### config.mk
export PLATFORM = sky130hd
export DESIGN_NAME = vt_char_writer
export DESIGN_NICKNAME = d
export VERILOG_FILES = /design/src/rtl/vt_char_writer.sv
export SDC_FILE = /design/constraint.sdc
export NUM_CORES = 1
export LEC_CHECK = 0
export ABC_AREA = 1
export CORE_MARGIN = 4
export CORE_UTILIZATION = 60
export CTS_BUF_LIST = sky130_fd_sc_hd__clkbuf_4
export CTS_CLUSTER_SIZE = 40
export DETAILED_ROUTE_END_ITERATION = 10
export GPL_TIMING_DRIVEN = 0
export PLACE_DENSITY_LB_ADDON = 0.05
export SLEW_MARGIN = 15
export SYNTH_ARGS = -nofsm -noshare
export SYNTH_HDL_FRONTEND = slang
export SYNTH_SLANG_ARGS = --single-unit
export TNS_END_PERCENT = 30
### constraint.sdc
create_clock -name clk -period 5.9 [get_ports clk]
set_clock_uncertainty 0.2 [all_clocks]
set_input_delay 0.59 -clock clk [delete_from_list [all_inputs] [get_ports clk]]
set_output_delay 0.59 -clock clk [all_outputs]
set_load 0.03 [all_outputs]
### src/rtl/vt_char_writer.sv
// rtl/vt_char_writer.sv - character writer in the recirculation path of the 1024x8 video store.
// Substitutes host characters at the cursor slot and handles wrap, scroll and clear.
module vt_char_writer #(
  parameter int COLS = 40,
  parameter int ROWS = 24
) (
  input  logic       clk,
  input  logic       reset,
  input  logic       shift_ce,
  input  logic [7:0] so_in,
  output logic [7:0] si_out,
  input  logic [6:0] wr_data,
  input  logic       wr_valid,
  output logic       wr_ready,
  input  logic       clear_req,
  output logic [5:0] cursor_col,
  output logic [4:0] cursor_row,
  output logic [9:0] top_slot,
  output logic       busy
);

  localparam logic [10:0] SCREEN   = 11'(COLS * ROWS);
  localparam logic [10:0] COLS_W   = 11'(COLS);
  localparam logic [5:0]  LAST_COL = 6'(COLS - 1);
  localparam logic [4:0]  LAST_ROW = 5'(ROWS - 1);
  localparam logic [7:0]  BLANK    = 8'h20;

  typedef enum logic [2:0] {S_IDLE, S_WRITE, S_NEWLINE, S_SCROLL, S_CLEAR} state_t;

  state_t     state;
  logic [9:0] pos;
  logic [9:0] scroll_base;
  logic [5:0] scroll_cnt;
  logic [9:0] clr_cnt;
  logic       clearing;
  logic [6:0] ch;

  function automatic logic [9:0] ring_wrap(input logic [10:0] v);
    ring_wrap = (v >= SCREEN) ? 10'(v - SCREEN) : v[9:0];
  endfunction

  logic [10:0] line_off;
  logic [9:0]  target;
  logic [9:0]  scroll_slot;
  logic        hit, scroll_hit, clear_hit, padding;
  logic        is_cr, is_lower, is_print;
  logic [6:0]  folded;

  assign line_off    = 11'(cursor_row) * COLS_W + 11'(cursor_col);
  assign target      = ring_wrap({1'b0, top_slot} + line_off);
  assign scroll_slot = ring_wrap({1'b0, scroll_base} + 11'(scroll_cnt));
  assign hit         = shift_ce && (pos == target);
  assign scroll_hit  = shift_ce && (pos == scroll_slot);
  // The clear sweep starts on the pulse where slot 0 passes and then runs unconditionally.
  assign clear_hit   = shift_ce && (clearing || pos == 10'd0);
  assign padding     = {1'b0, pos} >= SCREEN;

  assign is_cr    = wr_data == 7'h0D;
  assign is_lower = (wr_data >= 7'h60) && (wr_data <= 7'h7E);
  assign is_print = (wr_data >= 7'h20) && (wr_data <= 7'h5F);
  assign folded   = is_lower ? (wr_data - 7'h20) : wr_data;

  assign wr_ready = (state == S_IDLE);
  assign busy     = (state != S_IDLE);

  always_comb begin
    si_out = so_in;
    if (padding) begin
      si_out = BLANK;
    end else begin
      case (state)
        S_WRITE:  if (hit)        si_out = {1'b0, ch};
        S_SCROLL: if (scroll_hit) si_out = BLANK;
        S_CLEAR:  if (clear_hit)  si_out = BLANK;
        default:  si_out = so_in;
      endcase
    end
  end

  always_ff @(posedge clk) begin
    if (reset) begin
      state       <= S_CLEAR;
      pos         <= 10'd0;
      cursor_col  <= 6'd0;
      cursor_row  <= 5'd0;
      top_slot    <= 10'd0;
      scroll_base <= 10'd0;
      scroll_cnt  <= 6'd0;
      clr_cnt     <= 10'd0;
      clearing    <= 1'b0;
      ch          <= 7'd0;
    end else begin
      if (shift_ce) pos <= pos + 10'd1;
      case (state)
        S_IDLE: begin
          if (clear_req) begin
            clearing <= 1'b0;
            state    <= S_CLEAR;
          end else if (wr_valid) begin
            if (is_cr) begin
              state <= S_NEWLINE;
            end else if (is_print || is_lower) begin
              ch    <= folded;
              state <= S_WRITE;
            end
          end
        end
        S_WRITE: begin
          if (hit) begin
            if (cursor_col == LAST_COL) begin
              cursor_col <= 6'd0;
              state      <= S_NEWLINE;
            end else begin
              cursor_col <= cursor_col + 6'd1;
              state      <= S_IDLE;
            end
          end
        end
        S_NEWLINE: begin
          cursor_col <= 6'd0;
          if (cursor_row < LAST_ROW) begin
            cursor_row <= cursor_row + 5'd1;
            state      <= S_IDLE;
          end else begin
            scroll_base <= top_slot;
            top_slot    <= ring_wrap({1'b0, top_slot} + COLS_W);
            scroll_cnt  <= 6'd0;
            state       <= S_SCROLL;
          end
        end
        S_SCROLL: begin
          if (scroll_hit) begin
            if (scroll_cnt == LAST_COL) state <= S_IDLE;
            else scroll_cnt <= scroll_cnt + 6'd1;
          end
        end
        S_CLEAR: begin
          if (clear_hit) begin
            if (clearing && clr_cnt == 10'h3FF) begin
              clearing   <= 1'b0;
              cursor_col <= 6'd0;
              cursor_row <= 5'd0;
              top_slot   <= 10'd0;
              state      <= S_IDLE;
            end else begin
              clearing <= 1'b1;
              clr_cnt  <= clearing ? clr_cnt + 10'd1 : 10'd1;
            end
          end
        end
        default: state <= S_IDLE;
      endcase
    end
  end

endmodule
* Yosys cells after proc, flatten, opt, wreduce, memory -nomap -nowiden
Index checks and enable logic that the tools add are counted.
** Word-level totals
- Register bits :: 68
- Bits of input ports :: 20
- Output and inout bits :: 31
- Logic and storage cells :: 125
** Operators by class
- Add/subtract/negate cells :: 13
- Multiply operators :: 1
- Magnitude comparators :: 9
- Eq/ne operators :: 21
- Mux-type cells :: 43
- Bitwise operators :: 4
- Reduce and logical (&&, ||, !) cells :: 24
** Operators by type and width (number)
- 2-to-1 mux 10 bit :: 7
- 2-to-1 mux 6 bit :: 7
- >= comparator 11 x 10 -> 1 bit (second input constant) :: 3
- 2-to-1 mux 8 bit :: 4
- subtractor 10 bit (second input constant) :: 3
- 2-to-1 mux 3 bit :: 9
- case mux 8 bit (3 select lines) :: 1
- adder 10 x 1 -> 10 bit (second input constant) :: 2
- == test 10 bit :: 2
- case mux 10 bit (2 select lines) :: 1
- case mux 6 bit (3 select lines) :: 1
- != test 2 bit (second input constant) :: 8
- AND reduction 4 bit :: 4
- 2-to-1 mux 5 bit :: 3
- case mux 3 bit (5 select lines) :: 1
- <= comparator 7 bit (second input constant) :: 2
- adder 6 x 1 -> 6 bit (second input constant) :: 2
- == test 6 bit (second input constant) :: 2
- case mux 6 bit (2 select lines) :: 1
- adder 10 x 11 -> 11 bit :: 1
- adder 10 x 6 -> 11 bit :: 1
- adder 10 x 6 -> 11 bit (second input constant) :: 1
- adder 11 x 6 -> 11 bit :: 1
- == test 10 bit (second input constant) :: 1
- 30 further kinds :: 47

* Longest topological paths before layout
Gate-level depths: netlist of the first run.
- Depth in word-level cells :: 10
- Gate-level depth with buffers :: 29
- Mapped depth without buffers :: 29

* Least setup slack after synthesis of the first run
OpenSTA, ideal clock, no wires.
- Kind :: register -> output
- From :: register cursor_row[1]
- To :: output port si_out[1]
- Arrival time :: 4.208 ns
- Path slack :: 0.902 ns
- Stages on the path, launching flop included :: 24
- Path through :: dfxtp_1 ha_1 ha_1 fa_1 ha_1 ha_1 nand3_1 nand2_2 ha_1 and3_1 nand3_1 nor2_1 nand2_1 nand2_2 nand2_4 nand2_4 nand2_1 nand3_1 nand2_1 nor2_4 nand2_4 nand2_1 nand3_1 a21oi_1
** Between the ends
- Cells in the longest elaborated chain, start to end :: 10
- Elaborated cells between the ends (all ways) :: 11
- Classes of those cells :: add/sub (3); mul (1); order compare (1); eq/ne (1); mux (4); reduce/logical (1)
** Ends and longest elaborated chain
- start, declared :: line 17 : output logic [4:0] cursor_row,
- start signal, assigned :: line 122 : cursor_row <= cursor_row + 5'd1;
- multiplier 5 x 3 -> 8 bit * :: line 49 : assign line_off = 11'(cursor_row) * COLS_W + 11'(cursor_col);
- adder 11 x 6 -> 11 bit * :: line 49
- adder 10 x 11 -> 11 bit * :: line 50 : assign target = ring_wrap({1'b0, top_slot} + line_off);
- subtractor 10 bit / >= comparator 11 x 10 -> 1 bit (equally long branches) :: line 39 : ring_wrap = (v >= SCREEN) ? 10'(v - SCREEN) : v[9:0];
- 2-to-1 mux 10 bit * :: line 39
- == test 10 bit * :: line 52 : assign hit = shift_ce && (pos == target);
- logical AND 1 bit * :: line 52
- 2-to-1 mux 8 bit * :: line 72 : S_WRITE: if (hit) si_out = {1'b0, ch};
- case mux 8 bit (3 select lines) * :: line 71 : case (state)
- 2-to-1 mux 8 bit * :: line 68 : if (padding) begin
- end, declared :: line 11 : output logic [7:0] si_out,
Every way passes the cells marked *; elsewhere a longest branch is shown, timed or not.

* Worst setup path after layout of the first run
- From :: register cursor_row[3]
- To :: output port si_out[1]
The elaborated chain is that of the path after synthesis.

==> impl_metrics.env, run 1 <==
export IMPL_yosysTopAreaCell="dfxtp_1"
export IMPL_peakVddDrop_uv=176.2
export IMPL_fillers=762
export IMPL_synth_edf_count=0
export IMPL_final_hold_viol_count=0
export IMPL_cts_sinks=62
export IMPL_yosys_top_cells_area="dfxtp_1 (25%), nand2_1 (12%), ha_1 (9.0%)"
export IMPL_p_total_w=0.001245
export IMPL_drt_first_pass_iters=6
export IMPL_antenna_left=0
export IMPL_dieHeight_um=99.45
export IMPL_drt_wl_total_um=13120
export IMPL_period_needed_ns=5.525
export IMPL_seq_area_um2=1242
export IMPL_path_clk_slew_ns=0.12
export IMPL_outcome="finished, final reports clean"
export IMPL_core_area_um2=8175
export IMPL_cts_hold_buf=0
export IMPL_final_layout_size_suffix_gt1_share_pct=9.530
export IMPL_hp_class="flop to flop"
export IMPL_port_buffers=45
export IMPL_fmax_mhz=181.0
export IMPL_layoutNonFillerInstCount=934
export IMPL_overflow=0
export IMPL_gp_congestion=0.9001
export IMPL_critPathMaxFanout=7
export IMPL_drv_slew=0
export IMPL_grt_pass1_vias=4891
export IMPL_cts_buffers=9
export IMPL_synth_flop_cell="dfxtp_1"
export IMPL_ys_warn_count=0
export IMPL_wire_per_inst_um=14.05
export IMPL_row_count=33
export IMPL_post_cts_buffers=0
export IMPL_antenna_found_initial=0
export IMPL_clkLatencyLatePin_ns=0.42
export IMPL_async_reset_ff_share_pct=0
export IMPL_final_common_cell="nand2_1"
export IMPL_layout_common_cells="nand2_1 (167), inv_1 (110), nor2_1 (80), dfxtp_1 (61), nand3_1 (55)"
export IMPL_io_pins=51
export IMPL_grt_usage_pct=27.46
export IMPL_drc=0
export IMPL_synth_seq_cells=62
export IMPL_synthesis_area_um2=5017
export IMPL_final_cell_area_um2=5767
export IMPL_antenna_cells=0
export IMPL_max_slew_margin_pct=25.51
export IMPL_vias=5185
export IMPL_viasPerCell=5.551
export IMPL_crit_path_end_kind="primary output"
export IMPL_grt_pass1_wl_um=22200
export IMPL_place_ws_ns=0.3127
export IMPL_clk_path_buf_depth=2
export IMPL_syn_to_final_growth_pct=14.94
export IMPL_worst_setup_path_type="flop to primary output"
export IMPL_ys_seq_area_share_pct=24.74
export IMPL_startpoint_type="flop"
export IMPL_maxCapViolations=0
export IMPL_dpl_cell_area_um2=5614
export IMPL_syn_instance_count=764
export IMPL_min_period_over_period_pct=93.65
export IMPL_dieArea_um2=9889
export IMPL_grt_max_degree=12
export IMPL_die_w_um=99.45
export IMPL_rsz0062_at_grt="yes"
export IMPL_dpl_hpwl_um=10400
export IMPL_synth_distinct_cells=51
export IMPL_clock_root_buffer="clkbuf_4"
export IMPL_setup_violations=0
export IMPL_cts_tree="yes"
export IMPL_cp_arrival_ns=4.74
export IMPL_syn_avg_cell_area_um2=6.567
export IMPL_start_util_pct=61.37
export IMPL_worst_pin_slew_ns=1.109
export IMPL_crit_required_ns=5.11
export IMPL_htree_levels=3
export IMPL_tns_ns=0
export IMPL_dp_cells=918
export IMPL_setup_slack_ns=0.3746
export IMPL_powerDensity_nw_per_um2=215.9
export IMPL_multi_input_comb_area_um2=3279
export IMPL_synth_top_area_share_pct=24.74
export IMPL_nets=885
export IMPL_p_leak_nw=2.736
export IMPL_first_iter_violations=385
==> stage by stage <==
step,hold WS [ns],utilization (%)
2_1_floorplan,0.2441,-
3_3_place_gp,0.2572,68.67
3_5_place_dp,0.2572,68.67
4_1_cts,0.2581,70.81
5_1_grt,0.2691,70.54
6_report,0.2764,70.54
==> kinds of logic (layout without fill, tap and decap cells) <==
| kind of cell | after synthesis | count (layout) | share of synthesized area (%) |
|---|---|---|---|
| compound gates | 117 | 117 | 13.44 |
| xor+xnor | 20 | 20 | 3.491 |
| fa+ha+maj | 41 | 41 | 10.97 |
| buf+inv | 129 | 190 | 10.20 |
| flops | 62 | 62 | 24.74 |
| mux | 1 | 1 | 0.1995 |
| other cells | 2 | 6 | 0.1497 |
| simple gates | 392 | 392 | 36.81 |
==> synthesized netlist by cell type, types with 7 or more instances <==
cell type / number
dfxtp_1: 62
nor2_1: 80
o21ai_0: 32
nand3_2: 7
nor3_1: 13
nand4_1: 15
nand2_1: 167
nand3b_1: 10
nand2_2: 19
ha_1: 36
xor2_1: 16
a21oi_1: 51
nand3_1: 55
inv_1: 110
==> routing by layer <==
metal	part of all wire [%]	track usage, %	wire length [um]	vias up
met1	45	36.26	5876	2416
li1	-	-	-	2613
met3	5.9	5.820	773	22
met4	1.2	7.563	159	0
met5	0	0	0	-
met2	48	45.56	6310	134
==> worst max-delay path, stage by stage, from the launching register on <==
cell and delay, ns:
dfxtp_1 0.45, ha_1 0.27, ha_1 0.23, fa_1 0.45, ha_1 0.29, ha_1 0.39
nand3_1 0.12, nand2_2 0.12, ha_1 0.21, and3_1 0.17, nand3_1 0.07, nor2_1 0.11
nand2_1 0.07, nand2_2 0.09, nand2_4 0.07, nand2_4 0.09, nand2_1 0.07, nand3_1 0.08
nand2_1 0.09, nor2_4 0.21, nand2_4 0.10, nand2_1 0.07, nand3_1 0.07, a21oi_1 0.18
clkbuf_2 0.24
==> final timing paths <==
path	from	to	slack, ns	cells after the start
max	cursor_row[3]	si_out[1]	0.37	24
min	scroll_base[9]	scroll_base[9]	0.28	2
max reg2reg	cursor_row[3]	cursor_col[0]	1.53	25
min reg2reg	scroll_base[9]	scroll_base[9]	0.28	2
==> sequential cells by signal, summed over array words and instances, names as in the netlist <==
name,cells
clearing,1
state,3
ch,7
cursor_col,6
clr_cnt,10
scroll_base,7
pos,10
scroll_cnt,6
top_slot,7
cursor_row,5
==> area by class of cell <==
| cell class | instances | area share (%) |
|---|---|---|
| plain buffers | 13 | 1.323 |
| clock buffers | 10 | 1.302 |
| clock inverters | 6 | 1.888 |
| inverters | 116 | 7.550 |
| multi-input cells | 577 | 56.87 |
| flip-flops and latches | 62 | 21.54 |
| well taps | 105 | 2.278 |
| repair buffers | 45 | 7.247 |
==> report_power, final <==
part           switching, W  internal (W)
Clock              0.000171      0.000220
Sequential        0.0000245      0.000436
Combinational      0.000261      0.000132
==> timing repair <==
| item | in CTS | in global routing |
|---|---|---|
| gates resized for setup | 7 | 16 |
| cloned | 0 | 0 |
| endpoints found under the setup margin | 7 | 8 |
Power figures use the tool's default switching activity.
==> inputs of run 2 (changes only) <==
- GPL_TIMING_DRIVEN: 0 -> not set
- clock period: 5.9 -> 6.2 ns (I/O delays scaled with it)
==> impl_metrics.env, run 2 (synthesis results as in run 1) <==
export IMPL_antenna_cells=0
export IMPL_drc=0
export IMPL_peakVddDrop_uv=161.1
export IMPL_grt_usage_pct=27.28
export IMPL_antenna_found_initial=0
export IMPL_p_leak_nw=2.765
export IMPL_crit_path_end_kind="primary output"
export IMPL_drv_slew=0
export IMPL_worst_pin_slew_ns=0.7908
export IMPL_clock_root_buffer="clkbuf_4"
export IMPL_dpl_hpwl_um=10270
export IMPL_grt_pass1_vias=5099
export IMPL_core_area_um2=8175
export IMPL_final_hold_viol_count=0
export IMPL_tns_ns=0
export IMPL_drt_first_pass_iters=6
export IMPL_holdWs_ns=0.2806
export IMPL_rsz0062_at_grt="no"
export IMPL_antenna_left=0
export IMPL_die_w_um=99.45
export IMPL_period_needed_ns=5.864
export IMPL_cp_arrival_ns=5.04
export IMPL_first_iter_violations=300
export IMPL_crit_required_ns=5.38
export IMPL_path_clk_slew_ns=0.12
export IMPL_row_count=33
export IMPL_maxCapViolations=0
export IMPL_cts_hold_buf=0
export IMPL_powerDensity_nw_per_um2=200.6
export IMPL_vias=5203
export IMPL_dieArea_um2=9889
export IMPL_final_layout_size_suffix_gt1_share_pct=7.917
export IMPL_worst_setup_path_type="flop to primary output"
export IMPL_hp_class="flop to flop"
export IMPL_fin_util_pct=70.43
export IMPL_wire_per_inst_um=14.06
export IMPL_drt_wl_total_um=13020
export IMPL_post_cts_buffers=0
export IMPL_startpoint_type="flop"
export IMPL_critPathMaxFanout=9
export IMPL_cts_tree="yes"
export IMPL_max_slew_margin_pct=46.87
export IMPL_cts_buffers=9
export IMPL_clk_path_buf_depth=2
export IMPL_fillers=711
export IMPL_grt_pass1_wl_um=22220
export IMPL_start_util_pct=61.37
export IMPL_final_common_cell="nand2_1"
export IMPL_fmax_mhz=170.5
export IMPL_layout_common_cells="nand2_1 (167), inv_1 (110), nor2_1 (80), dfxtp_1 (62), nand3_1 (55)"
export IMPL_htree_levels=3
export IMPL_gp_congestion=0.9701
export IMPL_min_period_over_period_pct=94.59
export IMPL_dieHeight_um=99.45
export IMPL_top_regs="clr_cnt: 10 flops, pos: 10 flops"
export IMPL_nets=877
export IMPL_overflow=0
export IMPL_syn_to_final_growth_pct=14.76
export IMPL_port_buffers=47
export IMPL_grt_max_degree=32
export IMPL_viasPerCell=5.619
export IMPL_outcome="finished, final reports clean"
export IMPL_setup_violations=0
export IMPL_cts_sinks=62
export IMPL_clkLatencyLatePin_ns=0.43
export IMPL_io_pins=51
-- run 2: cell types whose count changed in the layout (fill, tap and decap cells not counted), sizes merged --
cell / before / now
buf: 5 / 3
clkinv: 3 / 4
dlymetal6s2s: 1 / 7
clkdlybuf4s50: 37 / 40
bufinv: 3 / 2
clkbuf: 25 / 10
-- run 2: routing by layer --
layer / global-route usage, % / wire, um / vias to the layer above
met5: 0 / 0 / -
met1: 34.77 / 5709 / 2409
met4: 12.50 / 376 / 0
li1: - / - / 2591
met3: 3.927 / 696 / 32
met2: 45.61 / 6242 / 171
-- run 2: power by group --
group | leakage, nW | switching (W) | internal (W)
clock | 0.0861 | 0.000162 | 0.000168
combinational | 2.18 | 0.000250 | 0.000137
sequential | 0.501 | 0.0000237 | 0.000415
-- run 2: worst max-delay path, stage by stage (launching register included) --
cell,delay [ns]
dfxtp_1,0.47
ha_1,0.28
ha_1,0.23
fa_1,0.44
ha_1,0.29
ha_1,0.38
nand3_1,0.11
nand2_2,0.12
ha_1,0.22
and3_1,0.17
nand3_1,0.07
nor2_1,0.10
nand2_1,0.08
nand2_2,0.09
nand2_4,0.07
nand2_4,0.09
nand2_1,0.05
nand2_1,0.13
nand2_2,0.07
nand3_2,0.10
nand2_4,0.11
nand2_1,0.14
nand2_1,0.06
nor2_1,0.09
clkdlybuf4s50_1,0.67
-- run 2: layout make-up --
cell class / instances / area (um2) / share of cell area, %
sequential: 62 / 1241 / 21.56
clock buffer: 10 / 75.07 / 1.304
timing repair buffer: 50 / 510.5 / 8.866
inverter: 116 / 435.4 / 7.562
tap: 105 / 131.4 / 2.282
multi-input combinational: 577 / 3279 / 56.95
clock inverter: 6 / 85.08 / 1.478
-- run 2: timing repair --
| action | in CTS | in global routing |
|---|---|---|
| setup endpoints to repair | 0 | 7 |
| endpoints found under the hold margin | 0 | 0 |
| resized for setup | 0 | 7 |
-- run 2: per-stage QoR --
| stage | total power (W) | cells | setup WS [ns] | instance area [um2] |
|---|---|---|---|---|
| floorplan | 0.0007067 | 768 | 1.172 | 5032 |
| global placement | 0.0008232 | 910 | 0.8735 | 5580 |
| detailed placement | 0.0008325 | 910 | 0.7078 | 5580 |
| CTS | 0.001157 | 926 | 0.2306 | 5741 |
| global route | 0.001222 | 926 | 0.003398 | 5758 |
| finish | 0.001155 | 926 | 0.3356 | 5758 |
-- run 2: path summary, 6_finish.rpt --
check / start / endpoint / slack (ns) / depth (start not counted)
max: cursor_row[1] / si_out[7] / 0.34 / 24
min: scroll_base[9] / scroll_base[9] / 0.28 / 2
max reg2reg: cursor_row[1] / cursor_col[1] / 1.82 / 25
min reg2reg: scroll_base[9] / scroll_base[9] / 0.28 / 2
==> inputs of run 3 (changes only) <==
- CAP_MARGIN: not set -> 20
- MAX_ROUTING_LAYER: not set -> met4
==> impl_metrics.env, run 3 (synthesis results as in run 1) <==
export IMPL_outcome="finished, final reports clean"
export IMPL_clock_root_buffer="clkbuf_4"
export IMPL_worst_pin_slew_ns=0.7915
export IMPL_peakVddDrop_uv=161.4
export IMPL_period_needed_ns=5.852
export IMPL_cts_resized=0
export IMPL_startpoint_type="flop"
export IMPL_antenna_found_initial=0
export IMPL_tns_ns=0
export IMPL_vias=5228
export IMPL_viasPerCell=5.646
export IMPL_final_hold_viol_count=0
export IMPL_powerDensity_nw_per_um2=200.2
export IMPL_slowest_delay_ns=0.67
export IMPL_place_ws_ns=0.7078
export IMPL_fin_util_pct=70.43
export IMPL_drc=0
export IMPL_grt_max_degree=32
export IMPL_antenna_cells=0
export IMPL_clk_path_buf_depth=2
export IMPL_path_buf_inv=2
export IMPL_post_cts_buffers=0
export IMPL_drt_first_pass_iters=6
export IMPL_gp_congestion=0.9881
export IMPL_antenna_left=0
export IMPL_dpl_hpwl_um=10270
export IMPL_wire_per_inst_um=14.02
export IMPL_layoutNonFillerInstCount=926
export IMPL_maxCapViolations=0
export IMPL_port_buffers=47
export IMPL_top_regs="clr_cnt: 10 flops, pos: 10 flops"
export IMPL_max_slew_margin_pct=46.83
export IMPL_setup_violations=0
export IMPL_seq_area_um2=1241
export IMPL_clkLatencyLatePin_ns=0.42
export IMPL_setup_slack_ns=0.3483
export IMPL_cts_sinks=62
export IMPL_crit_path_end_kind="primary output"
export IMPL_crit_top_cell="nand2_1"
export IMPL_cp_arrival_ns=5.03
export IMPL_first_iter_violations=302
export IMPL_overflow=0
export IMPL_dieArea_um2=9889
export IMPL_final_common_cell="nand2_1"
export IMPL_io_pins=51
export IMPL_fmax_mhz=170.9
export IMPL_grt_pass1_wl_um=22220
export IMPL_syn_to_final_growth_pct=14.76
export IMPL_min_period_over_period_pct=94.38
export IMPL_nets=877
export IMPL_dp_cells=910
export IMPL_cts_hold_buf=0
export IMPL_hp_class="flop to flop"
export IMPL_htree_levels=3
export IMPL_layout_common_cells="nand2_1 (167), inv_1 (110), nor2_1 (80), dfxtp_1 (62), nand3_1 (55)"
export IMPL_critPathMaxFanout=9
export IMPL_rsz0062_at_grt="no"
export IMPL_crit_family="adder cells"
export IMPL_p_leak_nw=2.765
export IMPL_crit_required_ns=5.38
export IMPL_cts_buffers=9
export IMPL_final_layout_size_suffix_gt1_share_pct=7.917
export IMPL_grt_usage_pct=28.04
export IMPL_start_util_pct=61.37
export IMPL_dieHeight_um=99.45
export IMPL_multi_input_comb_area_um2=3279
export IMPL_worst_setup_path_type="flop to primary output"
export IMPL_cts_tree="yes"
export IMPL_cp_slowest_cell="clkdlybuf4s50_1"
export IMPL_drt_wl_total_um=12980
export IMPL_path_clk_slew_ns=0.11
export IMPL_row_count=33
export IMPL_die_w_um=99.45
export IMPL_p_total_w=0.001153
export IMPL_grt_pass1_vias=5099
export IMPL_fillers=711
export IMPL_drv_slew=0
export IMPL_core_area_um2=8175
run 3: area by class of cell:
type | count | share of cell area [%]
Multi-Input combinational cell | 577 | 56.95
Clock buffer | 10 | 1.304
Tap cell | 105 | 2.282
Timing Repair Buffer | 50 | 8.866
Clock inverter | 6 | 1.478
Inverter | 116 | 7.562
Sequential cell | 62 | 21.56
run 3: final timing paths:
kind,startpoint,end,slack (ns),cells past startpoint
setup / recovery,cursor_row[1],si_out[7],0.35,25
hold / removal,scroll_base[9],scroll_base[9],0.28,2
setup reg to reg,cursor_row[1],cursor_col[1],1.83,26
hold reg to reg,scroll_base[9],scroll_base[9],0.28,2
run 3: through the flow:
step | cell area (um2) | hold slack (ns)
6_report | 5758 | 0.2805
3_3_place_gp | 5580 | 0.2595
3_5_place_dp | 5580 | 0.2664
4_1_cts | 5741 | 0.2811
5_1_grt | 5758 | 0.3109
2_1_floorplan | 5032 | 0.2441
run 3: routing by layer:
layer | track usage (%) | vias to the layer above | routed length (um)
li1 | - | 2590 | -
met1 | 34.86 | 2444 | 5707
met2 | 45.56 | 155 | 6184
met3 | 3.576 | 39 | 684
met4 | 12.61 | 0 | 401
met5 | - | - | 0
run 3: report_power, final:
group | switching, W | internal [W]
clock | 0.000161 | 0.000168
combinational | 0.000249 | 0.000137
sequential | 0.0000236 | 0.000415
run 3: tightest hold or removal path, stage by stage (launching register included):
cell and delay [ns]:
dfxtp_1 0.32, inv_1 0.07, a21oi_1 0.06
